File: src/rtl/switch_input_port_if.sv
// Processor-side handshake bundle for the switch input port:
// request/ack from the processor, captured data plus status back to it.
interface switch_input_port_if #(
    parameter int DATA_WIDTH = 16
);
    logic                  req;
    logic                  ack;
    logic [DATA_WIDTH-1:0] data;
    logic                  valid;
    logic                  waiting;

    // Processor drives req/ack and consumes data/status
    modport master (
        output req,
        output ack,
        input  data,
        input  valid,
        input  waiting
    );

    // Input port consumes req/ack and returns data/status
    modport slave (
        input  req,
        input  ack,
        output data,
        output valid,
        output waiting
    );
endinterface

File: src/rtl/switch_input_port.sv
// Switch input port: synchronizes the slide switches and a bouncing
// active-low pushbutton, debounces the button, and hands one captured
// switch value to the processor per key press over a valid/ack handshake.
module switch_input_port #(
    parameter int DATA_WIDTH      = 16,
    parameter int DEBOUNCE_CYCLES = 250000
) (
    input  logic                  clk,
    input  logic                  rst_n,
    input  logic [DATA_WIDTH-1:0] sw_i,
    input  logic                  key_i,
    switch_input_port_if.slave    proc
);

    localparam int CNT_W = (DEBOUNCE_CYCLES > 2) ? $clog2(DEBOUNCE_CYCLES) : 1;
    // The debounced level flips on the edge where the counter would reach
    // DEBOUNCE_CYCLES-1, so the compare value is one below that.
    localparam logic [CNT_W-1:0] CNT_LAST = CNT_W'(DEBOUNCE_CYCLES - 2);

    typedef enum logic [1:0] {
        IDLE         = 2'd0,
        WAIT_PRESS   = 2'd1,
        VALID        = 2'd2,
        WAIT_RELEASE = 2'd3
    } state_t;

    logic [DATA_WIDTH-1:0] sw_meta_q, sw_sync_q;
    logic                  key_meta_q, key_sync_q;
    logic [1:0]            fill_q;
    logic                  armed_q, armed_d;
    logic                  key_db_q, key_db_d;
    logic [CNT_W-1:0]      cnt_q, cnt_d;
    logic                  press_evt;
    state_t                state_q, state_d;
    logic [DATA_WIDTH-1:0] data_q, data_d;
    logic                  valid_q, valid_d;
    logic                  waiting_q, waiting_d;

    // Two-flop synchronizers for the asynchronous switch and key inputs
    always_ff @(posedge clk or negedge rst_n) begin
        if (!rst_n) begin
            sw_meta_q  <= '0;
            sw_sync_q  <= '0;
            key_meta_q <= 1'b1;
            key_sync_q <= 1'b1;
        end else begin
            sw_meta_q  <= sw_i;
            sw_sync_q  <= sw_meta_q;
            key_meta_q <= key_i;
            key_sync_q <= key_meta_q;
        end
    end

    // Debouncer next-state: count differing cycles, flip level when stable
    // long enough. Press events need the key to have been seen released
    // since reset (armed), so a key held through reset cannot fire.
    always_comb begin
        key_db_d  = key_db_q;
        cnt_d     = '0;
        press_evt = 1'b0;
        armed_d   = armed_q | (fill_q[1] & key_sync_q);
        if (key_sync_q != key_db_q) begin
            if (cnt_q == CNT_LAST) begin
                key_db_d  = key_sync_q;
                press_evt = key_db_q & armed_q;
            end else begin
                cnt_d = cnt_q + CNT_W'(1);
            end
        end
    end

    // Debouncer state; fill_q marks when the sync pipe holds real samples
    always_ff @(posedge clk or negedge rst_n) begin
        if (!rst_n) begin
            key_db_q <= 1'b1;
            cnt_q    <= '0;
            fill_q   <= 2'b00;
            armed_q  <= 1'b0;
        end else begin
            key_db_q <= key_db_d;
            cnt_q    <= cnt_d;
            fill_q   <= {fill_q[0], 1'b1};
            armed_q  <= armed_d;
        end
    end

    // Handshake FSM next-state, capture, and registered-output next values
    always_comb begin
        state_d = state_q;
        data_d  = data_q;
        case (state_q)
            IDLE: begin
                if (proc.req) state_d = WAIT_PRESS;
            end
            WAIT_PRESS: begin
                if (!proc.req) begin
                    state_d = IDLE;
                end else if (press_evt) begin
                    data_d  = sw_sync_q;
                    state_d = VALID;
                end
            end
            VALID: begin
                if (proc.ack) state_d = WAIT_RELEASE;
            end
            WAIT_RELEASE: begin
                if (key_db_q) state_d = IDLE;
            end
            default: state_d = IDLE;
        endcase
        valid_d   = (state_d == VALID);
        waiting_d = (state_d == WAIT_PRESS);
    end

    // FSM state and registered outputs
    always_ff @(posedge clk or negedge rst_n) begin
        if (!rst_n) begin
            state_q   <= IDLE;
            data_q    <= '0;
            valid_q   <= 1'b0;
            waiting_q <= 1'b0;
        end else begin
            state_q   <= state_d;
            data_q    <= data_d;
            valid_q   <= valid_d;
            waiting_q <= waiting_d;
        end
    end

    assign proc.data    = data_q;
    assign proc.valid   = valid_q;
    assign proc.waiting = waiting_q;

endmodule
File: src/flat_wrapper.sv
// flat-port wrapper written by rule: the top's interface ports become plain ports
module switch_input_port_flat 
#(
    parameter int DATA_WIDTH      = 16,
    parameter int DEBOUNCE_CYCLES = 250000
)
  (clk, rst_n, sw_i, key_i, proc_req, proc_ack, proc_data, proc_valid, proc_waiting);
  switch_input_port_if #(.DATA_WIDTH(DATA_WIDTH)) proc_i ();
  input  logic clk;
  input  logic rst_n;
  input  logic [DATA_WIDTH-1:0] sw_i;
  input  logic key_i;
  input wire logic [$bits(proc_i.req)-1:0] proc_req;
  input wire logic [$bits(proc_i.ack)-1:0] proc_ack;
  output wire logic [$bits(proc_i.data)-1:0] proc_data;
  output wire logic [$bits(proc_i.valid)-1:0] proc_valid;
  output wire logic [$bits(proc_i.waiting)-1:0] proc_waiting;
  assign proc_i.req = proc_req;
  assign proc_i.ack = proc_ack;
  assign proc_data = proc_i.data;
  assign proc_valid = proc_i.valid;
  assign proc_waiting = proc_i.waiting;
  switch_input_port #(.DATA_WIDTH(DATA_WIDTH), .DEBOUNCE_CYCLES(DEBOUNCE_CYCLES)) u_core (.clk(clk), .rst_n(rst_n), .sw_i(sw_i), .key_i(key_i), .proc(proc_i));
endmodule
File: config.mk
export PLATFORM = sky130hd
export DESIGN_NAME = switch_input_port_flat
export DESIGN_NICKNAME = d
export VERILOG_FILES = /design/src/rtl/switch_input_port_if.sv /design/src/rtl/switch_input_port.sv /design/src/flat_wrapper.sv
export SDC_FILE = /design/constraint.sdc
export NUM_CORES = 1
export LEC_CHECK = 0
export CAP_MARGIN = 20
export CELL_PAD_IN_SITES_DETAIL_PLACEMENT = 1
export CELL_PAD_IN_SITES_GLOBAL_PLACEMENT = 1
export CORE_UTILIZATION = 30
export DETAILED_ROUTE_END_ITERATION = 8
export GPL_TIMING_DRIVEN = 1
export PLACE_DENSITY_LB_ADDON = 0.1
export SETUP_SLACK_MARGIN = 0.2
export SLEW_MARGIN = 20
export SYNTH_ARGS = -nofsm -noshare
export SYNTH_HDL_FRONTEND = slang
export SYNTH_SLANG_ARGS = --single-unit
File: constraint.sdc
create_clock -name clk -period 6.3 [get_ports clk]
set_input_delay 1.26 -clock clk [delete_from_list [all_inputs] [get_ports clk]]
set_output_delay 1.26 -clock clk [all_outputs]
set_load 0.01 [all_outputs]
==> reports/summary.txt, run 1 <==
Clock skew: 8.86 ps
Number of global-route vias before repair: 1736
Power per Cell Area: 267 mW/mm²
TritonCTS Buffers: 9
Avg Cell Area, Syn: 14.3 µm²
Cts repair resizes: 0
Post-CTS Hold Fix Bufs: 0
ANT cells: 0
Post-DR wirelength/cell: 14.0 µm
Critical path data required time: 6520 ps
Final net count: 257
Worst-path maximum fanout: 18
Worst Hold Class: register to register
Layout cell share with drive strength beyond 1: 0.167
CTS tree: done
Critical Path AT: 2830 ps
Cell family with most CP delay: buffers and inverters
Fin. max-slew vios: 0
Synth Register Bits: 76
Final period util: 0.414
Post-synth top area cell: dfrtp_1
Worst skew pair latency: 340 ps
Starting Density: 0.310
Aggregate global-route resource usage: 0.118
Total routed wirelength: 4870 µm
DRC viols: 0
Initial antenna violation count: 0
Placed instance area: 0.00321 mm²
Setup Buffers After CTS: 0
P_leak: 1.46 nW
# fillers: 933
Yosys cell types: 35
First-pass GRT wire length: 8700 µm
Peak VDD IR: 0.122 mV
Minimum clock period: 2610 ps
Kind of critical path: input pin to register
Synth async-reset ratio: 1.00
Crit end category: register
# IOs: 39
Crit path cell chain: clkdlybuf4s50_1 -> nand2b_1 -> nor4_4 -> buf_4 -> mux2_2
Unrepaired setup endpoints after global routing: no
Synth Flop Type: dfrtp_1
Slowest cell delay on critical path: 460 ps
CP Launch Type: input pin
RD Place Congestion: 0.671
Final ANT Viol Nets: 0
Largest net degree at the start of global routing: 77
Synth cell count leaders: dfrtp_1, nor2_1, mux2_2, xnor2_1, mux2_4
WP buf/inv: 2
Ys Warns: 0
Root Driver: clkbuf_8
Outcome: finished, final reports clean
Cell Rows: 34
Worst Max-Slew Pin Slew: 943 ps
Final Hold Vio Count: 0
DIE HEIGHT: 97.2 µm
Die Area: 0.00945 mm²
Global route overflow: 0
Die W: 97.2 µm
Via count: 1588
Yosys top cell area share: 0.672
Main area contributors after synthesis: dfrtp_1, mux2_4, mux2_2
DR iter-0 viols: 82
Design area: 0.00341 mm²
Top-count cell post-synth: dfrtp_1
Final setup vio count: 0
Mapped Cells: 190
Max Freq: 0.384 GHz
Post-synth EDFFs: 0
H-tree levels: 3
Core box area: 0.00876 mm²
Mapped cell area: 0.00272 mm²
DP Wirelength: 3080 µm
Clock Pin Slew Worst Setup and Hold Paths: 70 ps
IO Port Bufs: 38
Clk sinks: 76
TNS Setup: 0 ps
CTS max path bufs: 2
Area delta synth->final: 25.4%
CP max-delay cell: clkdlybuf4s50_1
Relative slew slack: 0.372
TritonRoute pass-1 iters: 4
Vias per cell: 4.58
Post-Syn Nets: 213
Max-Cap Viols: 0
Register area share after synthesis: 0.701
[cells in the final DEF (no fill, tap or decap), types with 2 or more instances in the layout]
cell type	count
nor3_1	2
xor2_1	5
xnor2_1	9
a21oi_1	3
inv_1	3
nor2_1	20
clkdlybuf4s50_1	37
dfrtp_1	73
or4_1	3
mux2_2	9
a21o_1	3
nand3_1	5
ha_1	2
nand4_1	7
clkbuf_8	10
or3_1	2
o21ai_0	3
nor4_1	4
nand2_1	7
mux2_4	8
buf_4	3
dfstp_2	3
[power by group]
group / internal, W / switching (W)
clock network: 0.000195 / 0.000175
registers: 0.000503 / 0.00000640
logic: 0.0000152 / 0.0000157
[per-layer routing]
metal	up-vias	track usage	wire [µm]
li1	734	-	-
met1	822	0.153	2330
met2	27	0.181	2280
met3	5	0.0439	202
met4	0	0.0448	58
met5	-	0	0
[path summary, 6_finish.rpt]
check                                           from                   end  slack, ps  cells past startpoint
worst min register to register  u_core.sw_meta_q[14]  u_core.sw_sync_q[14]        350                      0
min in group asynchronous                      rst_n       u_core.cnt_q[8]       1040                      1
worst min-delay path            u_core.sw_meta_q[14]  u_core.sw_sync_q[14]        350                      0
max in group asynchronous                      rst_n   u_core.proc.waiting       4630                      1
worst max register to register      u_core.cnt_q[14]   u_core.proc.data[2]       4010                      5
worst max-delay path                        proc_req   u_core.proc.data[2]       3690                      5
[layout make-up]
cell class / instances / area, µm² / share of cell area
sequential: 76 / 1910 / 0.559
timing repair buffer: 40 / 393 / 0.115
clock inverter: 5 / 60.1 / 0.0176
clock buffer: 11 / 141 / 0.0415
multi-input combinational: 104 / 764 / 0.224
tap: 108 / 135 / 0.0396
inverter: 3 / 11.3 / 0.00330
[cell families after synthesis]
| logic type | synth area share |
|---|---|
| flops | 0.701 |
| fa+ha+maj | 0.00920 |
| other cells | 0.00138 |
| xor+xnor | 0.0451 |
| simple gates | 0.120 |
| mux | 0.0815 |
| buf+inv | 0.0179 |
| compound gates | 0.0239 |
[through the flow]
step | utilization | setup slack, ps | total power, W | instances | hold slack [ps]
2_1_floorplan | - | 3770 | 0.000524 | 190 | 331
3_3_place_gp | 0.366 | 3370 | 0.000551 | 331 | 332
3_5_place_dp | 0.366 | 3310 | 0.000551 | 331 | 336
4_1_cts | 0.389 | 3690 | 0.000933 | 347 | 353
5_1_grt | 0.389 | 3620 | 0.000958 | 347 | 359
6_report | 0.389 | 3690 | 0.000911 | 347 | 350
[state kept, by name, summed over array words and instances, names as in the netlist]
register	flops
u_core.cnt_q	18
u_core.proc.data	16
u_core.sw_meta_q	16
u_core.sw_sync_q	16
u_core.fill_q	2
u_core.state_q	2
u_core.armed_q	1
u_core.key_db_q	1
u_core.key_meta_q	1
u_core.key_sync_q	1
u_core.proc.valid	1
u_core.proc.waiting	1
Note: power is estimated with default switching activity, not from simulation.
==> run 2, diff against run 1 <==
==> constraint.sdc (replaced) <==
create_clock -name clk -period 2.2 [get_ports clk]
set_input_delay 0.44 -clock clk [delete_from_list [all_inputs] [get_ports clk]]
set_output_delay 0.44 -clock clk [all_outputs]
set_load 0.01 [all_outputs]
==> reports/summary.txt, run 2 (synthesized netlist as in run 1, its figures left out) <==
TritonRoute pass-1 iters: 4 (unchanged)
Max-Cap Viols: 0 (unchanged)
Clock skew: 9.65 ps (was 8.86 ps)
Cell Rows: 34 (unchanged)
Die Area: 0.00945 mm² (unchanged)
Clock Pin Slew Worst Setup and Hold Paths: 80 ps (was 70 ps)
Peak VDD IR: 0.265 mV (was 0.122 mV)
Power per Cell Area: 686 mW/mm² (was 267 mW/mm²)
Crit end category: register (unchanged)
Minimum clock period: 2010 ps
DRC viols: 0 (unchanged)
Top reg by flops: u_core.cnt_q (unchanged)
Unrepaired setup endpoints after global routing: yes (was no)
# fillers: 933 (unchanged)
H-tree levels: 3 (unchanged)
DP Wirelength: 3280 µm (was 3080 µm)
Final ANT Viol Nets: 0 (unchanged)
Worst skew pair latency: 340 ps (about the same)
Critical path data required time: 2430 ps (was 6520 ps)
CTS max path bufs: 2 (unchanged)
TritonCTS Buffers: 9 (unchanged)
Clk sinks: 76 (unchanged)
Most common cell after layout, fill and taps aside: dfrtp_1 (unchanged)
CP Launch Type: register (was input pin)
ANT cells: 0 (unchanged)
Worst-path maximum fanout: 8 (was 18)
Number of global-route vias before repair: 1736 (unchanged)
Post-DR wirelength/cell: 14.3 µm (was 14.0 µm)
Area delta synth->final: 32.3% (was 25.4%)
Final setup vio count: 0 (unchanged)
DR iter-0 viols: 46 (was 82)
Most frequent cells in the layout: dfrtp_1, clkdlybuf4s50_1, nor2_1, buf_4 (was dfrtp_1, clkdlybuf4s50_1, nor2_1, clkbuf_8)
Largest net degree at the start of global routing: 52 (was 77)
P_leak: 1.56 nW (was 1.46 nW)
Crit path cell chain: nand3_2 -> or4_4 -> nor4_4 -> clkbuf_16 -> mux2_4 (was clkdlybuf4s50_1 -> nand2b_1 -> nor4_4 -> buf_4 -> mux2_2)
Core box area: 0.00876 mm² (unchanged)
Vias per cell: 4.56 (was 4.58)
Initial antenna violation count: 0 (unchanged)
Fin. max-slew vios: 0 (unchanged)
Final period util: 0.915
CP max-delay cell: or4_4 (was clkdlybuf4s50_1)
Max reg flops: 18 (unchanged)
Max Freq: 0.497 GHz
IO Port Bufs: 38 (unchanged)
RD Place Congestion: 0.703 (was 0.671)
CTS tree: done (unchanged)
Final Hold Vio Count: 0 (unchanged)
Kind of critical path: register to register (was input pin to register)
First-pass GRT wire length: 8820 µm (was 8700 µm)
Critical Path AT: 2240 ps (was 2830 ps)
Root Driver: clkbuf_8 (unchanged)
Post-CTS Hold Fix Bufs: 0 (unchanged)
Layout cell share with drive strength beyond 1: 0.249 (was 0.167)
Slowest cell delay on critical path: 530 ps (was 460 ps)
Aggregate global-route resource usage: 0.121 (was 0.118)
Outcome: finished, final reports clean (unchanged)
TNS Setup: 0 ps (unchanged)
DIE HEIGHT: 97.2 µm (unchanged)
Global route overflow: 0 (unchanged)
# IOs: 39 (unchanged)
Die W: 97.2 µm (unchanged)
Total routed wirelength: 5230 µm (was 4870 µm)
Final net count: 276 (was 257)
Worst Hold Class: input pin to asynchronous set/reset pin (was register to register)
End-of-flow core utilization: 0.410 (was 0.389)
Starting Density: 0.310 (unchanged)
Via count: 1664 (was 1588)
[run 2: changes by cell type in the layout (fill, tap and decap cells not counted), sizes merged]
| cell | before | now |
|---|---|---|
| buf | 3 | 21 |
| bufinv | 1 | 0 |
| clkbuf | 11 | 10 |
| clkinv | 2 | 4 |
| clkinvlp | 1 | 2 |
| inv | 4 | 3 |
[run 2: per-stage QoR]
step	hold WS [ps]	cell area, µm²	instances	power, W	worst slack, ps
final	8.66	3600	365	0.00247	186
after global routing	19.4	3600	365	0.00259	86.7
after global placement	332	3310	341	0.00159	123
after floorplan	144	2720	190	0.00150	109
after CTS	4.97	3500	358	0.00252	196
after detailed placement	336	3310	341	0.00159	115
[run 2: what timing repair did]
item / 4_1_cts / 5_1_grt
gates cloned: 0 / 1
resized for setup: 2 / 5
setup endpoints to repair: 16 / 20
buffers inserted: 2 / 6
[run 2: final timing paths]
path,start,to,slack (ps),cells after the start
min in group clk,u_core.fill_q[0],u_core.fill_q[1],350,0
min,rst_n,u_core.cnt_q[7],9,1
max reg2reg,u_core.cnt_q[14],u_core.proc.data[11],190,5
max,u_core.cnt_q[14],u_core.proc.data[11],190,5
min reg2reg,u_core.fill_q[0],u_core.fill_q[1],350,0
max in group asynchronous,rst_n,u_core.key_db_q,1550,2
[run 2: cell type report]
cell class                      instances  area (µm²)  area share
Clock buffer                            9         124      0.0344
Clock inverter                          6        42.5      0.0118
Inverter                                3        11.3     0.00313
Multi-Input combinational cell        104         796       0.221
Sequential cell                        76        1910       0.530
Tap cell                              108         135      0.0376
Timing Repair Buffer                   59         582       0.162
[run 2: report_power, final]
group          leakage, nW  total [W]  internal [W]  switching [W]
clock               0.0811   0.000910      0.000402       0.000508
sequential           0.958    0.00145       0.00144      0.0000142
combinational        0.516   0.000104     0.0000521      0.0000518
[run 2: metal layers]
| metal | vias up | part of all wire | wire length (µm) | GRT usage |
|---|---|---|---|---|
| met4 | 0 | 0.016 | 86 | 0.0620 |
| met2 | 27 | 0.46 | 2430 | 0.182 |
| met1 | 859 | 0.49 | 2560 | 0.159 |
| met3 | 6 | 0.030 | 156 | 0.0353 |
| met5 | - | 0 | 0 | 0 |
| li1 | 772 | - | - | - |
[run 2: critical path, delay by kind of cell, from the launching register on]
kind,cells,cell delay (ps)
simple gates,3,940
buf+inv,1,250
flops,1,410
mux,1,300
